## config.mk

```make
export PLATFORM = sky130hd
export DESIGN_NAME = hs_ram_port
export DESIGN_NICKNAME = d
export VERILOG_FILES = /design/src/rtl/hs_ram_port.sv
export SDC_FILE = /design/constraint.sdc
export NUM_CORES = 1
export LEC_CHECK = 0
export ABC_AREA = 0
export CAP_MARGIN = 20
export CELL_PAD_IN_SITES_DETAIL_PLACEMENT = 0
export CELL_PAD_IN_SITES_GLOBAL_PLACEMENT = 1
export CORE_ASPECT_RATIO = 0.7
export CORE_UTILIZATION = 23
export CTS_CLUSTER_SIZE = 12
export DETAILED_ROUTE_END_ITERATION = 7
export GPL_TIMING_DRIVEN = 0
export HOLD_SLACK_MARGIN = 0.12
export PLACE_DENSITY_LB_ADDON = 0.1
export SLEW_MARGIN = 30
export SYNTH_ARGS = -nofsm -noshare
export SYNTH_HDL_FRONTEND = slang
export SYNTH_SLANG_ARGS = --single-unit
```

## constraint.sdc

```tcl
create_clock -name master_clock -period 4 [get_ports master_clock]
set_clock_uncertainty 0.2 [all_clocks]
set_input_delay 0.8 -clock master_clock [delete_from_list [all_inputs] [get_ports master_clock]]
set_output_delay 0.8 -clock master_clock [all_outputs]
set_load 0.02 [all_outputs]
```

## src/rtl/hs_ram_port.sv

```systemverilog
// Hiscore-side port for the CPU work RAM: hands the single-port RAM to the hiscore engine while the CPU is paused.
// Optional HS_RAM_PORT_STATS_EN adds dropped-write and grant counters.
`timescale 1ns/1ps
module hs_ram_port #(
    parameter int AW           = 10,
    parameter int DW           = 8,
    parameter int DRAIN_CYCLES = 2
) (
    input  logic          master_clock,
    input  logic          RESET_n,
    input  logic          pause,
    input  logic          cpu_cs,
    input  logic          cpu_we,
    input  logic [AW-1:0] cpu_addr,
    input  logic [DW-1:0] cpu_din,
    output logic [DW-1:0] cpu_dout,
    input  logic          hs_access_read,
    input  logic          hs_access_write,
    input  logic [AW-1:0] hs_address,
    input  logic [DW-1:0] hs_data_in,
    input  logic          hs_write,
    output logic [DW-1:0] hs_data_out,
    output logic          hs_owner,
    output logic [AW-1:0] ram_addr,
    output logic [DW-1:0] ram_din,
    output logic          ram_we,
    input  logic [DW-1:0] ram_q
`ifdef HS_RAM_PORT_STATS_EN
    ,
    output logic [7:0]    hs_drop_cnt,
    output logic [7:0]    hs_grant_cnt
`endif
);

    typedef enum logic [1:0] {
        ST_CPU,
        ST_DRAIN,
        ST_HS,
        ST_RELEASE
    } state_t;

    localparam logic [3:0] DRAIN_LOAD = 4'(DRAIN_CYCLES);

    state_t        state_reg;
    logic [3:0]    drain_cnt_reg;
    logic [3:0]    drain_cnt_next;
    logic          hs_owner_reg;
    logic          prev_hs_reg;
    logic [DW-1:0] hs_data_out_reg;
    logic          grant_req;
    logic          drain_done;

    assign grant_req = pause & (hs_access_read | hs_access_write);

    // Any CPU select restarts the idle window so a grant never cuts into a live CPU access.
    assign drain_cnt_next = cpu_cs ? DRAIN_LOAD : 4'(drain_cnt_reg - 4'd1);
    assign drain_done     = (state_reg == ST_DRAIN) && grant_req && (drain_cnt_next == 4'd0);

    always_ff @(posedge master_clock or negedge RESET_n) begin
        if (!RESET_n) begin
            state_reg       <= ST_CPU;
            drain_cnt_reg   <= 4'd0;
            hs_owner_reg    <= 1'b0;
            prev_hs_reg     <= 1'b0;
            hs_data_out_reg <= '0;
        end else begin
            prev_hs_reg <= (state_reg == ST_HS);
            if (prev_hs_reg) begin
                hs_data_out_reg <= ram_q;
            end
            case (state_reg)
                ST_CPU: begin
                    if (grant_req) begin
                        state_reg     <= ST_DRAIN;
                        drain_cnt_reg <= DRAIN_LOAD;
                    end
                end
                ST_DRAIN: begin
                    drain_cnt_reg <= drain_cnt_next;
                    if (!grant_req) begin
                        state_reg <= ST_CPU;
                    end else if (drain_done) begin
                        state_reg    <= ST_HS;
                        hs_owner_reg <= 1'b1;
                    end
                end
                ST_HS: begin
                    if (!grant_req) begin
                        state_reg    <= ST_RELEASE;
                        hs_owner_reg <= 1'b0;
                    end
                end
                default: begin
                    state_reg    <= ST_CPU;
                    hs_owner_reg <= 1'b0;
                end
            endcase
        end
    end

    // Write enable is gated by reset so an interrupted hiscore write never reaches the RAM.
    always_comb begin
        ram_addr = cpu_addr;
        ram_din  = cpu_din;
        ram_we   = 1'b0;
        case (state_reg)
            ST_CPU, ST_DRAIN: ram_we = cpu_cs & cpu_we;
            ST_HS: begin
                ram_addr = hs_address;
                ram_din  = hs_data_in;
                ram_we   = hs_write;
            end
            default: ram_we = 1'b0;
        endcase
        if (!RESET_n) begin
            ram_we = 1'b0;
        end
    end

    assign cpu_dout    = ram_q;
    assign hs_data_out = hs_data_out_reg;
    assign hs_owner    = hs_owner_reg;

`ifdef HS_RAM_PORT_STATS_EN
    logic [7:0] hs_drop_cnt_reg;
    logic [7:0] hs_grant_cnt_reg;

    always_ff @(posedge master_clock or negedge RESET_n) begin
        if (!RESET_n) begin
            hs_drop_cnt_reg  <= 8'd0;
            hs_grant_cnt_reg <= 8'd0;
        end else begin
            if (hs_write && (state_reg != ST_HS) && (hs_drop_cnt_reg != 8'hFF)) begin
                hs_drop_cnt_reg <= hs_drop_cnt_reg + 8'd1;
            end
            if (drain_done) begin
                hs_grant_cnt_reg <= hs_grant_cnt_reg + 8'd1;
            end
        end
    end

    assign hs_drop_cnt  = hs_drop_cnt_reg;
    assign hs_grant_cnt = hs_grant_cnt_reg;
`endif

endmodule

```

## Yosys cells after proc, flatten, opt, wreduce, memory -nomap -nowiden

Cells that the tools add are included.

- $add $sub $neg: 1
- Eq/ne operators: 7
- Multiplexer cells: 16
- Bitwise logic cells: 4
- Reductions and logical operators: 9

Operator list:

| kind | number |
|---|---|
| $mux 10 | 1 |
| $mux 2 | 4 |
| $mux 4 | 2 |
| $mux 8 | 1 |
| $ne 2x2->1 const B | 4 |
| $pmux 4 s2 | 1 |
| $pmux 2 s3 | 1 |
| $logic_not 4->1 | 1 |
| $mux 1 | 4 |
| $reduce_and 4->1 | 1 |
| $sub 4x1->4 const B | 1 |
| $ne 3x3->1 const B | 1 |
| $pmux 1 s3 | 1 |
| $reduce_and 3->1 | 1 |
| $and 1x1->1 | 2 |
| $eq 2x1->1 const B | 1 |
| $eq 2x2->1 const B | 1 |
| $logic_and 1x1->1 | 2 |
| $logic_not 2->1 | 1 |
| $pmux 1 s2 | 1 |
| $reduce_and 2->1 | 1 |
| $reduce_bool 2->1 | 1 |
| $reduce_or 2->1 | 1 |
| $not 1->1 | 1 |
| $or 1x1->1 | 1 |

- Register bits: 16
- Input bits: 52
- Output and inout bits: 36
- Logic and storage cells: 42

## Logic depth before layout (Yosys ltp)

- Depth after elaboration: 7
- Depth in mapped cells: 5

## Least setup slack after synthesis

No wires, ideal clock.

- Kind: input-to-output
- Start point: in cpu_we
- End point: out ram_we
- Arrival: 1,377 ps
- Required time: 3,000 ps
- Setup slack: 1,623 ps
- Stages: 2
- Path through: nand3b_1 -> a21boi_0

- Cells in the longest elaborated chain, start to end: 3

RTL lines:

| what | RTL line | RTL |
|---|---|---|
| start, declared | 13 | `input logic cpu_we,` |
| $and 1x1->1 | 107 | `ST_CPU, ST_DRAIN: ram_we = cpu_cs & cpu_we;` |
| $pmux 1 s2 | 106 | `case (state_reg)` |
| $mux 1 | 115 | `if (!RESET_n) begin` |
| end, declared | 26 | `output logic ram_we,` |

Every way passes these cells.

## Worst setup path in the final report

- Start point: in RESET_n
- End point: out ram_we

- Cells in the longest elaborated chain, start to end: 1

RTL lines:

| what | RTL line | RTL |
|---|---|---|
| start, declared | 10 | `input logic RESET_n,` |
| $mux 1 | 115 |  |

Every way passes these cells.

==> impl_metrics.toml <==
[outcome]
status = "completed"

[cts]
post_cts_buffers = 0
clock_latency_ps = 250
clockBufferDepth = 2
root_buffer = "clkbuf_8"
hold_buffers = 0
clk_pin_slew_worst_paths_ps = 60
cts_tree = "built"
postCtsResizedCells = 0
cts_made_buffers = 3
cts_max_level = 1
cts.sinks = 16

[power]
internal-power_mw = 0.560
irDropWorstVdd_v = 0.000292
seqPwrFrac = 0.315
p_comb_frac = 0.515
leakage_nw = 0.827
p_sw_mw = 0.284
power.share.switching = 0.336
power_frac_clock = 0.170
powerDensity_nw_per_um2 = 422

[floorplan]
rows = 19
chipHeight_um = 57.4
coreArea_um2 = 4070
die_x_um = 81.2
die_area_um2 = 4660
start_util = 0.248
ios = 88

[placement]
dp_hpwl_um = 2360
globalplace.congestion = 0.712
io_buffers = 87
placed_area_um2 = 1950
pre_cts_slack_ps = 272

[timing]
fin_crit_sh = 0.908
finalSetupViolCount = 0
slew_headroom = 0.503
worstMarginPinSlew_ps = 744
max_freq_ghz = 0.275
maxSlewViolCount = 0
setup_tns_ps = 0
period_needed_ps = 3630
rsz0062_at_grt = "no"
holdWs_ps = 310
final-hold-violation-count = 0
finalWorstSetupSlack_ps = 366

[global_routing]
grt_usage = 0.126
overflow = 0
grt_pass1_vias = 975
grt_max_degree = 18
grt_pass1_wl_um = 4510
antenna_found_initial = 0

[worst_setup_path]
crit_slowest_cell = "clkdlybuf4s50_1"
path_common_cell = "clkdlybuf4s50_1"
crit_type = "in -> out"
max_stage_delay_ps = 950
crit_arrival_ps = 2630
path_max_fanout = 17
worstPathCellList = "clkdlybuf4s50_1 -> a21boi_0 -> clkdlybuf4s50_1"
crit_buf_inv = 2
critPathCaptureType = "output port"
cp.required_ps = 3000
crit_path_start_kind = "input port"
critPathTopFamily = "buffers and inverters"

[synthesis]
synth_top_cell_by_area = "dfrtp_1"
ys_warn_count = 0
synth_area_um2 = 1010
synth_edf_count = 0
synth_fp_nets = 138
synth.area.top_cells = "dfrtp_1 40%, mux2_2 30%, buf_4 7.4%"
async_flop_share = 1.00
yosysTopAreaCellShare = 0.397
synthCells = 85
syn_avg_cell_area_um2 = 11.9
synth.distinct_cells = 27
ys.flop_type = "dfrtp_1"
ys_seq_area_frac = 0.397
synth_seq_cells = 16

[routing]
vias_per_cell = 4.24
routed_wl_um = 2950
drcViolationCount = 0
dr.first_iter.drc_count = 26
firstDrtPassIters = 4
wl_per_cell_um = 13.0
ant_nets = 0
vias = 967

[cells_and_area]
fin_area_um2 = 2000
nNetsFinal = 230
largest_register_ffs = 8
final_cell_mix = "87 x clkdlybuf4s50_1, 27 x mux2_2, 16 x dfrtp_1, 10 x buf_4"
drive_above_1_share = 0.256
final_common_cell = "clkdlybuf4s50_1"
syn2layout_area_growth_pct = 98.1
fin_util = 0.492
diodes = 0

[worst_hold_path]
hold_class = "reg -> reg"

[run]
max-cap-violations = 0
-- worst paths after layout --
kind,cells past startpoint,from,slack (ps),endpoint
max in group asynchronous,1,RESET_n,2340,prev_hs_reg$_DFF_PN0_
min in group asynchronous,1,RESET_n,790,hs_data_out[5]$_DFFE_PN0P_
max,3,RESET_n,370,ram_we
max reg2reg,5,drain_cnt_reg[0]$_DFFE_PN0P_,2180,state_reg[0]$_DFFE_PN0P_
min reg2reg,1,hs_data_out[0]$_DFFE_PN0P_,310,hs_data_out[0]$_DFFE_PN0P_
min,1,hs_data_out[0]$_DFFE_PN0P_,310,hs_data_out[0]$_DFFE_PN0P_
-- cells in the mapped netlist, drive strengths merged (2+ instances only) --
cell,instances
dfrtp,16
o21bai,2
clkbuf,2
nand2b,2
xor2,2
mux2,27
buf,10
nand3b,3
inv,4
-- power groups by stage --
stage / clock, mW / combinational, mW / sequential (mW)
after global routing: 0.157 / 0.464 / 0.275
after global placement: 0 / 0.428 / 0.264
final: 0.144 / 0.434 / 0.266
after detailed placement: 0 / 0.436 / 0.267
after CTS: 0.149 / 0.438 / 0.266
after floorplan: 0 / 0.182 / 0.313
-- logic make-up after synthesis --
group,count (synthesis),synth area share
multiplexers,27,0.301
AO/OA/AOI/OAI,10,0.0818
buffers and inverters,16,0.0979
flip-flops,16,0.397
adder cells (fa/ha/maj),1,0.0124
XOR/XNOR,3,0.0260
AND/OR/NAND/NOR,12,0.0843
-- worst register-to-register path, cell delays in order (launching register included) --
cell	delay (ps)
dfrtp_1	370
inv_1	70
ha_1	230
xor2_1	170
or4_4	510
o2bb2ai_1	150
-- area by class of cell --
type                       count  area (µm²)
multi-input combinational     53         510
clock buffer                   4        55.1
timing repair buffer          87         871
buffer                        12        83.8
fill                         359        2060
inverter                       4        15.0
sequential                    16         400
tap                           52        65.1
-- layer usage --
metal / track usage / up-vias / part of all wire
li1: - / 475 / -
met1: 0.159 / 448 / 0.43
met2: 0.215 / 44 / 0.47
met3: 0.0416 / 0 / 0.091
met4: 0.0153 / 0 / 0
met5: 0 / - / 0
-- stage by stage --
step	instances	power (mW)
finish	228	0.844
floorplan	85	0.495
global route	228	0.896
CTS	228	0.853
detailed placement	224	0.703
global placement	224	0.692
(Power assumes the default switching activity.)
